File: src/rtl/pss_pkg.sv
// Shared definitions for the PSS correlator / peak detector slice.
package pss_pkg;

  localparam int ALGO_SQUARE  = 0;
  localparam int ALGO_ABS     = 1;
  localparam int CORR_LATENCY = 3;

  // Complex sample at the default 16-bit component width, imag in the upper half.
  typedef struct packed {
    logic signed [15:0] im;
    logic signed [15:0] re;
  } cplx16_t;

endpackage

File: src/rtl/pss_correlator_peak_detector_if.sv
// Valid-only stream (no backpressure) used for samples in and magnitudes out.
interface pss_correlator_peak_detector_if #(
  parameter int DW = 32
);
  logic [DW-1:0] tdata;
  logic          tvalid;

  modport master (output tdata, output tvalid);
  modport slave  (input  tdata, input  tvalid);
endinterface

File: src/rtl/pss_correlator_peak_detector_peak_window.sv
// Peak detector: new magnitude beats the sum of the last WINDOW_LEN magnitudes.
module pss_peak_window #(
  parameter int DW         = 32,
  parameter int WINDOW_LEN = 8
) (
  input  logic          clk_i,
  input  logic          reset_i,
  input  logic          mag_valid,
  input  logic [DW-1:0] mag,
  output logic          peak
);
  localparam int PTR_W  = $clog2(WINDOW_LEN);
  localparam int SUM_W  = DW + PTR_W;
  localparam int FILL_W = $clog2(WINDOW_LEN + 1);

  logic [DW-1:0]     hist [WINDOW_LEN];
  logic [PTR_W-1:0]  ptr;
  logic [SUM_W-1:0]  sum;
  logic [FILL_W-1:0] fill;
  logic              full;

  assign full = (fill == FILL_W'(WINDOW_LEN));

  // The oldest slot is subtracted from the sum on every push, so unfilled slots must read 0.
  always_ff @(posedge clk_i or posedge reset_i) begin
    if (reset_i) begin
      for (int i = 0; i < WINDOW_LEN; i++) hist[i] <= '0;
      ptr  <= '0;
      sum  <= '0;
      fill <= '0;
      peak <= 1'b0;
    end else begin
      peak <= 1'b0;
      if (mag_valid) begin
        peak      <= full && (SUM_W'(mag) > sum);
        hist[ptr] <= mag;
        sum       <= sum + SUM_W'(mag) - SUM_W'(hist[ptr]);
        ptr       <= ptr + 1'b1;
        if (!full) fill <= fill + 1'b1;
      end
    end
  end

endmodule

File: src/rtl/pss_correlator_peak_detector.sv
// Sliding complex correlation against a fixed PSS replica, magnitude, and peak pulse.
module pss_correlator_peak_detector
  import pss_pkg::*;
#(
  parameter int                        IN_DW      = 32,
  parameter int                        OUT_DW     = 32,
  parameter int                        TAP_DW     = 32,
  parameter int                        PSS_LEN    = 128,
  parameter logic [PSS_LEN*TAP_DW-1:0] PSS_LOCAL  = '0,
  parameter int                        ALGO       = ALGO_ABS,
  parameter int                        WINDOW_LEN = 8
) (
  input  logic                             clk_i,
  input  logic                             reset_i,
  pss_correlator_peak_detector_if.slave    s_axis_in,
  pss_correlator_peak_detector_if.master   m_axis_correlator,
  output logic                             peak_detected_o
);
  localparam int XW     = IN_DW / 2;
  localparam int TW     = TAP_DW / 2;
  localparam int P1_W   = XW + TW + 1;
  localparam int ACC_W  = P1_W + $clog2(PSS_LEN);
  localparam int SQ1_W  = 2 * ACC_W;
  localparam int MAG_W  = (SQ1_W + 1 > OUT_DW) ? SQ1_W + 1 : OUT_DW + 1;

  logic [IN_DW-1:0]         dline [PSS_LEN];
  logic [CORR_LATENCY-1:0]  vld_sr;
  logic signed [P1_W-1:0]   prod_re [PSS_LEN];
  logic signed [P1_W-1:0]   prod_im [PSS_LEN];
  logic signed [ACC_W-1:0]  sum_re, sum_im, acc_re, acc_im;
  logic [ACC_W-1:0]         abs_re, abs_im;
  logic [MAG_W-1:0]         mag_full;
  logic [OUT_DW-1:0]        mag_sat, mag_q;

  // NOTE: the delay line is reset, not left undefined, because not-yet-received samples must count as 0.
  always_ff @(posedge clk_i or posedge reset_i) begin
    if (reset_i) begin
      for (int k = 0; k < PSS_LEN; k++) dline[k] <= '0;
      vld_sr <= '0;
    end else begin
      vld_sr <= {vld_sr[CORR_LATENCY-2:0], s_axis_in.tvalid};
      if (s_axis_in.tvalid) begin
        dline[0] <= s_axis_in.tdata;
        for (int k = 1; k < PSS_LEN; k++) dline[k] <= dline[k-1];
      end
    end
  end

  // x * conj(t) = (xr*tr + xi*ti) + j(xi*tr - xr*ti)
  for (genvar k = 0; k < PSS_LEN; k++) begin : g_tap
    logic signed [XW-1:0] xr, xi;
    logic signed [TW-1:0] tr, ti;
    assign xr = dline[k][XW-1:0];
    assign xi = dline[k][IN_DW-1:XW];
    assign tr = PSS_LOCAL[k*TAP_DW +: TW];
    assign ti = PSS_LOCAL[k*TAP_DW+TW +: TW];
    assign prod_re[k] = P1_W'(xr) * P1_W'(tr) + P1_W'(xi) * P1_W'(ti);
    assign prod_im[k] = P1_W'(xi) * P1_W'(tr) - P1_W'(xr) * P1_W'(ti);
  end

  // NOTE: blocking assignments here are deliberate: each iteration must see the previous partial sum.
  always_comb begin
    sum_re = '0;
    sum_im = '0;
    for (int k = 0; k < PSS_LEN; k++) begin
      sum_re = sum_re + ACC_W'(prod_re[k]);
      sum_im = sum_im + ACC_W'(prod_im[k]);
    end
  end

  // |min| fits the unsigned range, so negation then reinterpretation is exact.
  assign abs_re = acc_re[ACC_W-1] ? ACC_W'(-acc_re) : ACC_W'(acc_re);
  assign abs_im = acc_im[ACC_W-1] ? ACC_W'(-acc_im) : ACC_W'(acc_im);

  if (ALGO == ALGO_SQUARE) begin : g_square
    logic [SQ1_W-1:0] sq_re, sq_im;
    assign sq_re    = SQ1_W'(abs_re) * SQ1_W'(abs_re);
    assign sq_im    = SQ1_W'(abs_im) * SQ1_W'(abs_im);
    assign mag_full = MAG_W'(sq_re) + MAG_W'(sq_im);
  end else begin : g_abs
    assign mag_full = MAG_W'(abs_re) + MAG_W'(abs_im);
  end

  // NOTE: the default assignment first keeps this combinational block from inferring a latch.
  always_comb begin
    mag_sat = mag_full[OUT_DW-1:0];
    if (|mag_full[MAG_W-1:OUT_DW]) mag_sat = '1;
  end

  always_ff @(posedge clk_i or posedge reset_i) begin
    if (reset_i) begin
      acc_re <= '0;
      acc_im <= '0;
      mag_q  <= '0;
    end else begin
      if (vld_sr[0]) begin
        acc_re <= sum_re;
        acc_im <= sum_im;
      end
      if (vld_sr[1]) mag_q <= mag_sat;
    end
  end

  assign m_axis_correlator.tdata  = mag_q;
  assign m_axis_correlator.tvalid = vld_sr[CORR_LATENCY-1];

  pss_peak_window #(
    .DW         (OUT_DW),
    .WINDOW_LEN (WINDOW_LEN)
  ) u_peak_window (
    .clk_i     (clk_i),
    .reset_i   (reset_i),
    .mag_valid (vld_sr[CORR_LATENCY-1]),
    .mag       (mag_q),
    .peak      (peak_detected_o)
  );

endmodule

File: src/flat_wrapper.sv
// flat-port wrapper written by rule: the top's interface ports become plain ports
module pss_correlator_peak_detector_flat import pss_pkg::*;
#(
  parameter int                        IN_DW      = 32,
  parameter int                        OUT_DW     = 32,
  parameter int                        TAP_DW     = 32,
  parameter int                        PSS_LEN    = 128,
  parameter logic [PSS_LEN*TAP_DW-1:0] PSS_LOCAL  = '0,
  parameter int                        ALGO       = ALGO_ABS,
  parameter int                        WINDOW_LEN = 8
)
  (clk_i, reset_i, peak_detected_o, s_axis_in_tdata, s_axis_in_tvalid, m_axis_correlator_tdata, m_axis_correlator_tvalid);
  pss_correlator_peak_detector_if #(.DW(32)) s_axis_in_i ();
  pss_correlator_peak_detector_if #(.DW(32)) m_axis_correlator_i ();
  input  logic clk_i;
  input  logic reset_i;
  output logic peak_detected_o;
  input wire logic [$bits(s_axis_in_i.tdata)-1:0] s_axis_in_tdata;
  input wire logic [$bits(s_axis_in_i.tvalid)-1:0] s_axis_in_tvalid;
  output wire logic [$bits(m_axis_correlator_i.tdata)-1:0] m_axis_correlator_tdata;
  output wire logic [$bits(m_axis_correlator_i.tvalid)-1:0] m_axis_correlator_tvalid;
  assign s_axis_in_i.tdata = s_axis_in_tdata;
  assign s_axis_in_i.tvalid = s_axis_in_tvalid;
  assign m_axis_correlator_tdata = m_axis_correlator_i.tdata;
  assign m_axis_correlator_tvalid = m_axis_correlator_i.tvalid;
  pss_correlator_peak_detector #(.IN_DW(IN_DW), .OUT_DW(OUT_DW), .TAP_DW(TAP_DW), .PSS_LEN(PSS_LEN), .PSS_LOCAL(PSS_LOCAL), .ALGO(ALGO), .WINDOW_LEN(WINDOW_LEN)) u_core (.clk_i(clk_i), .reset_i(reset_i), .s_axis_in(s_axis_in_i), .m_axis_correlator(m_axis_correlator_i), .peak_detected_o(peak_detected_o));
endmodule
File: config.mk
export PLATFORM = sky130hd
export DESIGN_NAME = pss_correlator_peak_detector_flat
export DESIGN_NICKNAME = d
export VERILOG_FILES = /design/src/rtl/pss_pkg.sv /design/src/rtl/pss_correlator_peak_detector_if.sv /design/src/rtl/pss_correlator_peak_detector_peak_window.sv /design/src/rtl/pss_correlator_peak_detector.sv /design/src/flat_wrapper.sv
export SDC_FILE = /design/constraint.sdc
export NUM_CORES = 1
export LEC_CHECK = 0
export CORE_ASPECT_RATIO = 1.2
export CORE_MARGIN = 2
export CORE_UTILIZATION = 14
export DETAILED_ROUTE_END_ITERATION = 10
export DONT_BUFFER_PORTS = 1
export GPL_ROUTABILITY_DRIVEN = 0
export PLACE_DENSITY = 0.36
export SLEW_MARGIN = 20
export SYNTH_ARGS = -nofsm -noshare
export SYNTH_HDL_FRONTEND = slang
export SYNTH_SLANG_ARGS = --single-unit
export TNS_END_PERCENT = 50
File: constraint.sdc
create_clock -name clk_i -period 0.8 [get_ports clk_i]
set_clock_uncertainty 0.05 [all_clocks]
set_input_delay 0 -clock clk_i [delete_from_list [all_inputs] [get_ports clk_i]]
set_output_delay 0 -clock clk_i [all_outputs]
set_load 0.01 [all_outputs]
======== Word-level counts from Yosys, hierarchy flattened ========
Index checks and enable logic that the tools add are counted.
Widths: inputs -> output; s select.
storage, ports and cells
  register bits after elaboration ......... 302
  logic and storage cells ................. 33
operators by class
  $lt $le $gt $ge ......................... 3
  add/sub/neg operators ................... 3
  mux-type cells .......................... 6
  reduce and logical (&&, ||, !) cells .... 3
  eq/ne operators ......................... 1
  bitwise logic cells ..................... 4
operators by type and width
  cell                 number
  $and 256x256->256    1
  $not 256->256        1
  $bmux 32 s3          1
  $demux 32 s3         1
  $mux 32              3
  $gt 1x35->1 const A  1
  $sub 35x32->35       1
  $add 4x1->4 const B  1
  $eq 4x4->1 const B   1
  $ge 4x4->1 const B   1
  $lt 4x1->1 const B   1
  $not 3->4            1
  $add 3x1->3 const B  1
  $logic_and 1x1->1    2
  $reduce_and 2->1     1
  $mux 1               1
  $not 1->1            1

======== Depth between registers and ports, before layout ========
Gate-level depths: netlist of the first run.
  word-level depth ........................ 7
  mapped depth ............................ 1
  depth with buffers taken out ............ 1

======== Cells and area by module ========
A second synthesis of the first run with hierarchy kept.
unflattened totals
  cells, all modules ...................... 1441
  area, all modules ....................... 16607.2 sq um
modules (own cells, without submodules)
  module                        cells each  instances  area an instance (sq um)
  pss_peak_window               1404        1          16284.4
  pss_correlator_peak_detector  37          1          322.8

======== Least setup slack after synthesis of the first run ========
Ideal clock, no wire load.
  kind .................................... reg2reg
  from .................................... register u_core.vld_sr[0]
  to ...................................... register u_core.vld_sr[1]
  slack ................................... 0.300 ns
  stages on the path, launching flop included .. 1
  library setup time ...................... 0.121 ns
  clock period less this slack ............ 0.500 ns
  arrival ................................. 0.330 ns
  cell sequence ........................... dfrtp_1
RTL lines
  what                    RTL line                            source
  from (decl)             pss_correlator_peak_detector.sv:27  logic [CORR_LATENCY-1:0] vld_sr;
  from (signal assigned)  pss_correlator_peak_detector.sv:41  vld_sr <= {vld_sr[CORR_LATENCY-2:0], s_axis_in.tvalid};
No word-level cell between the ends.

======== Final worst setup path of the first run ========
  from .................................... register u_core.u_peak_window.peak
  to ...................................... output port peak_detected_o
RTL lines
  what                    RTL line                                        source
  from (decl)             pss_correlator_peak_detector_peak_window.sv:10  output logic peak
  from (signal assigned)  pss_correlator_peak_detector_peak_window.sv:35  peak <= full && (SUM_W'(mag) > sum);
  to (decl)               flat_wrapper.sv:17                              output logic peak_detected_o;
No word-level cell between the ends.

==> flow_summary.toml, run 1 <==
[sta]
grt_setup_unrepaired = "no"
setup_viol = 0
fin_crit_ps = 677.1
final_max_slew_viol_count = 0
setup_ws_ps = 122.9
tns_ps = 0
hold_ws_ps = 38.13
timing_hold_violations_final = 0
period_share = 0.8464
fmax_mhz = 1477

[layout]
area_growth_pct = -11.15
fillCellCount = 275
final_nets = 80
n_antenna_cell = 0
layout-drive-gt1-share = 0.06977

[power_and_ir_drop]
peakVddDrop_uv = 396.6
p_per_area_nw_per_um2 = 1756
swShare = 0.2849
seqPwrFrac = 0.405
p_int_uw = 388.0
comb_power_share = 0.148
leakagePower_uw = 0.0001810
pwr-share-clk = 0.447
p_switching_uw = 154.6

[route]
firstDrtPassIters = 1
drt_iter0_drc = 0
routed_wl_microns = 298
vias = 138
viasPerCell = 1.865
ant_nets = 0
wire_per_inst_microns = 4.027
drc_errors = 0

[cts]
tritoncts = "built"
numCtsBuffers = 3
clk_pin_slew_ps = 40
cts-root-buf = "clkbuf_4"
clkSinkCount = 4
htree_num_levels = 1
cts_max_path_buffers = 2
clk_latency_ps = 230
cts-resized-gates = 0

[global_routing]
grt.total_usage = 0.02209
grt_pass1_vias = 94
antenna_found_initial = 0
grt_max_degree = 5
gr-total-overflow = 0
grt_first_pass_wirelength_microns = 386

[critical_path]
critPathCaptureType = "output pin"
cp.required_ps = 750
path_class = "register to output pin"
r2r_slack_ps = 290
critical_path_arrival_ps = 630
crit_fanout = 1
critPathLaunchType = "register"
reg2reg_from = "u_core.vld_sr[1]"
reg2regPathDepth = 0
timing.rr.end = "u_core.vld_sr[2]"

[die]
io_pins = 69
row_count = 19
core_sq_um = 2330
die_w_microns = 49.50
die_y_microns = 58.60
dieArea_sq_um = 2901
initial_utilization = 0.1493

[synthesis]
synthTopCellsByArea = "buf_4 (69%), dfrtp_1 (29%), conb_1 (1.1%), inv_1 (1.1%)"
yosysTopAreaCell = "buf_4"
synth_area_sq_um = 347.8
ys_seq_area_frac = 0.2878
synth_cell_types = 4
synth_area_per_cell_sq_um = 9.154
synthCells = 38
yosys_warnings = 0
ys_seq_elements = 4
synth_top_area_frac = 0.6906

[placed_design]
place_hpwl_microns = 259.4
dp_worst_setup_slack_ps = 288.7
portBuffers = 0

[hold_path]
hold_class = "input port to asynchronous set/reset pin"

[outcome]
status = "complete, no violations"

[flow_run]
max-cap-violations = 0
power by group through the flow:
stage / combinational, uW / clock (uW) / sequential [uW]
2_1_floorplan: 185 / 0 / 221
3_3_place_gp: 69.0 / 0 / 222
3_5_place_dp: 69.6 / 0 / 223
4_1_cts: 77.5 / 258 / 220
5_1_grt: 91.5 / 283 / 220
6_report: 80.2 / 243 / 220
cell usage in the layout, fill, tap and decap left out:
master and n:
clkbuf_4 3, conb_1 33, dfrtp_1 4, inv_1 1
dlygate4sd3_1 2
state kept, by name, indices dropped and copies added, names as in the netlist:
| signal | flops |
|---|---|
| u_core.vld_sr | 3 |
| u_core.u_peak_window.peak | 1 |
synthesized netlist by cell type:
cell     count
buf_4       32
conb_1       1
inv_1        1
dfrtp_1      4
how the worst max path moves through the flow:
stage                              startpoint               end  slack (ps)  cells past startpoint
finish              u_core.u_peak_window.peak   peak_detected_o         120                      0
global route        u_core.u_peak_window.peak   peak_detected_o         100                      0
CTS                 u_core.u_peak_window.peak   peak_detected_o         110                      0
detailed placement           u_core.vld_sr[1]  u_core.vld_sr[2]         290                      0
global placement             u_core.vld_sr[1]  u_core.vld_sr[2]         290                      0
floorplan                    u_core.vld_sr[0]  u_core.vld_sr[1]         300                      0
repair_timing:
item	in CTS	in global routing
hold buffers	2	0
hold endpoints to repair	5	0
buffers inserted	0	0
layer usage:
layer / part of all wire / global-route usage
met1: 0.19 / 0.009404
met2: 0.57 / 0.03282
met3: 0.23 / 0.02284
met4: 0 / 0.03571
met5: 0 / 0
layout make-up:
| type | count | area, sq um | area share |
|---|---|---|---|
| Tap cell | 31 | 38.79 | 0.1255 |
| Clock buffer | 3 | 22.52 | 0.07287 |
| Sequential cell | 4 | 100.1 | 0.3239 |
| Timing Repair Buffer | 2 | 20.02 | 0.06478 |
| Multi-Input combinational cell | 33 | 123.9 | 0.4008 |
| Inverter | 1 | 3.754 | 0.01215 |
per-stage QoR:
step | instances | utilization | total power [uW] | instance area, sq um
floorplan | 70 | - | 406.1 | 467.9
global placement | 69 | 0.1144 | 291.3 | 266.5
detailed placement | 69 | 0.1144 | 292.2 | 266.5
CTS | 74 | 0.1327 | 555.2 | 309.0
global route | 74 | 0.1327 | 594.8 | 309.0
finish | 74 | 0.1327 | 542.6 | 309.0
cell families (layout without fill, tap and decap cells):
family | Yosys count | after routing | share of synthesized area
buffers and inverters | 33 | 6 | 0.7014
flip-flops | 4 | 4 | 0.2878
other | 1 | 33 | 0.01078
Note: power is estimated with default switching activity, not from simulation.
==> run 2, diff against run 1 <==
- ABC_AREA: not set -> 1
- CORE_UTILIZATION: 14 -> 16
- PLACE_DENSITY: 0.36 -> 0.38
==> run 2 against run 1 <==
Non-clock buffer count is the same. Design area shrank 0.40%. Combinational power is essentially flat. Power is essentially flat. Count of clock-buffer cells in the layout is the same. Clock power is essentially flat. Critical path depth is the same. Flip-flop and latch count is the same. Register-to-register slack lost 20 ps. Die area shrank 12%. Wire length shrank 2.0%. Utilization grew 1.8 points. Critical endpoint unchanged. Largest power group unchanged. Highest routed layer unchanged.
==> flow_summary.toml, run 2 (synthesized netlist as in run 1, its figures left out) <==
[outcome]
status = "complete, no violations"

[route]
drc_errors = 0
firstDrtPassIters = 1
routed_wl_microns = 292
vias = 140
ant_nets = 0
drt_iter0_drc = 0
viasPerCell = 1.918
wire_per_inst_microns = 4.000

[layout]
final_cell_mix = "conb_1 (33), dfrtp_1 (4), clkbuf_4 (3), dlygate4sd3_1 (2), inv_1 (1)"
n_antenna_cell = 0
layout-drive-gt1-share = 0.06977
fillCellCount = 237
final_common_cell = "conb_1"
largestRegisters = "u_core.vld_sr: 3 flops, u_core.u_peak_window.peak: 1 flops"
seq_area_sq_um = 100.1
multi_input_area_sq_um = 123.9
final_nets = 80
fin_util = 0.1502
instances_no_fill = 73
area_growth_pct = -11.51
largest_register = "u_core.vld_sr"
largest_register_ff_count = 3

[cts]
clk_latency_ps = 230
tritoncts = "built"
clk_pin_slew_ps = 40
post_cts.repair.setup_buffers = 0
htree_num_levels = 1
cts_max_path_buffers = 2
clkSinkCount = 4
cts-root-buf = "clkbuf_4"
numCtsBuffers = 3

[critical_path]
crit_fanout = 1
crit_cells = 0
critPathCaptureType = "output pin"
critPathLaunchType = "register"
path_class = "register to output pin"
critical_path_arrival_ps = 620
cp.required_ps = 750
reg2regPathDepth = 0

[die]
die_y_microns = 55.08
core_sq_um = 2049
row_count = 18
dieArea_sq_um = 2565
die_w_microns = 46.57
io_pins = 69
initial_utilization = 0.1697

[global_routing]
grt_pass1_vias = 81
gr-total-overflow = 0
grt_max_degree = 5
grt.total_usage = 0.02597
grt_first_pass_wirelength_microns = 317
antenna_found_initial = 0

[sta]
setup_ws_ps = 130.4
final_max_slew_viol_count = 0
period_share = 0.8370
fmax_mhz = 1493
grt_setup_unrepaired = "no"
timing_hold_violations_final = 0
fin_crit_ps = 669.6
hold_ws_ps = 32.34
setup_viol = 0
tns_ps = 0

[power_and_ir_drop]
leakagePower_uw = 0.0001810
p_per_area_nw_per_um2 = 1764
swShare = 0.2853
p_int_uw = 388.0
comb_power_share = 0.148
pwr-share-clk = 0.447
seqPwrFrac = 0.405
peakVddDrop_uv = 429.5
p_switching_uw = 154.9

[flow_run]
max-cap-violations = 0

[placed_design]
portBuffers = 0
dp_worst_setup_slack_ps = 280.6
place_hpwl_microns = 236.7
placed_cells = 68

[hold_path]
hold_class = "input port to asynchronous set/reset pin"
[run 2: worst paths after layout]
| path | from | end | slack (ps) |
|---|---|---|---|
| setup reg to reg | u_core.vld_sr[1] | u_core.vld_sr[2] | 270 |
| hold reg to reg | u_core.vld_sr[0] | u_core.vld_sr[1] | 300 |
| min in group clk_i | s_axis_in_tvalid | u_core.vld_sr[0] | 290 |
| setup / recovery | u_core.u_peak_window.peak | peak_detected_o | 130 |
| max in group asynchronous | reset_i | u_core.u_peak_window.peak | 520 |
| hold / removal | reset_i | u_core.vld_sr[0] | 30 |
[run 2: power groups by stage]
stage | Sequential [uW] | Clock, uW | Combinational, uW
after floorplan | 221 | 0 | 185
after global placement | 222 | 0 | 69.0
after detailed placement | 223 | 0 | 69.2
after CTS | 220 | 263 | 77.0
after global routing | 221 | 279 | 93.4
final | 220 | 243 | 80.1
[run 2: timing repair]
item                      in CTS  in global routing
gates resized for setup        0                  0
hold endpoints to repair       5                  0
hold buffers                   2                  0
[run 2: layout make-up]
| cell class | instances | share of cell area |
|---|---|---|
| Tap cell | 30 | 0.1220 |
| Clock buffer | 3 | 0.07317 |
| Timing Repair Buffer | 2 | 0.06504 |
| Inverter | 1 | 0.01220 |
| Multi-Input combinational cell | 33 | 0.4024 |
| Sequential cell | 4 | 0.3252 |
[run 2: routing by layer]
| metal | track usage | part of all wire | up-vias |
|---|---|---|---|
| met5 | 0 | 0 | - |
| met4 | 0.07143 | 0 | 0 |
| met3 | 0.01948 | 0.24 | 0 |
| met2 | 0.03241 | 0.55 | 24 |
| met1 | 0.007813 | 0.20 | 58 |
| li1 | - | - | 58 |
[run 2: metrics by stage]
| step | area (sq um) | total power, uW |
|---|---|---|
| final | 307.8 | 542.9 |
| after CTS | 307.8 | 560.6 |
| after global placement | 265.3 | 291.3 |
| after detailed placement | 265.3 | 291.7 |
| after floorplan | 467.9 | 406.1 |
| after global routing | 307.8 | 593.5 |
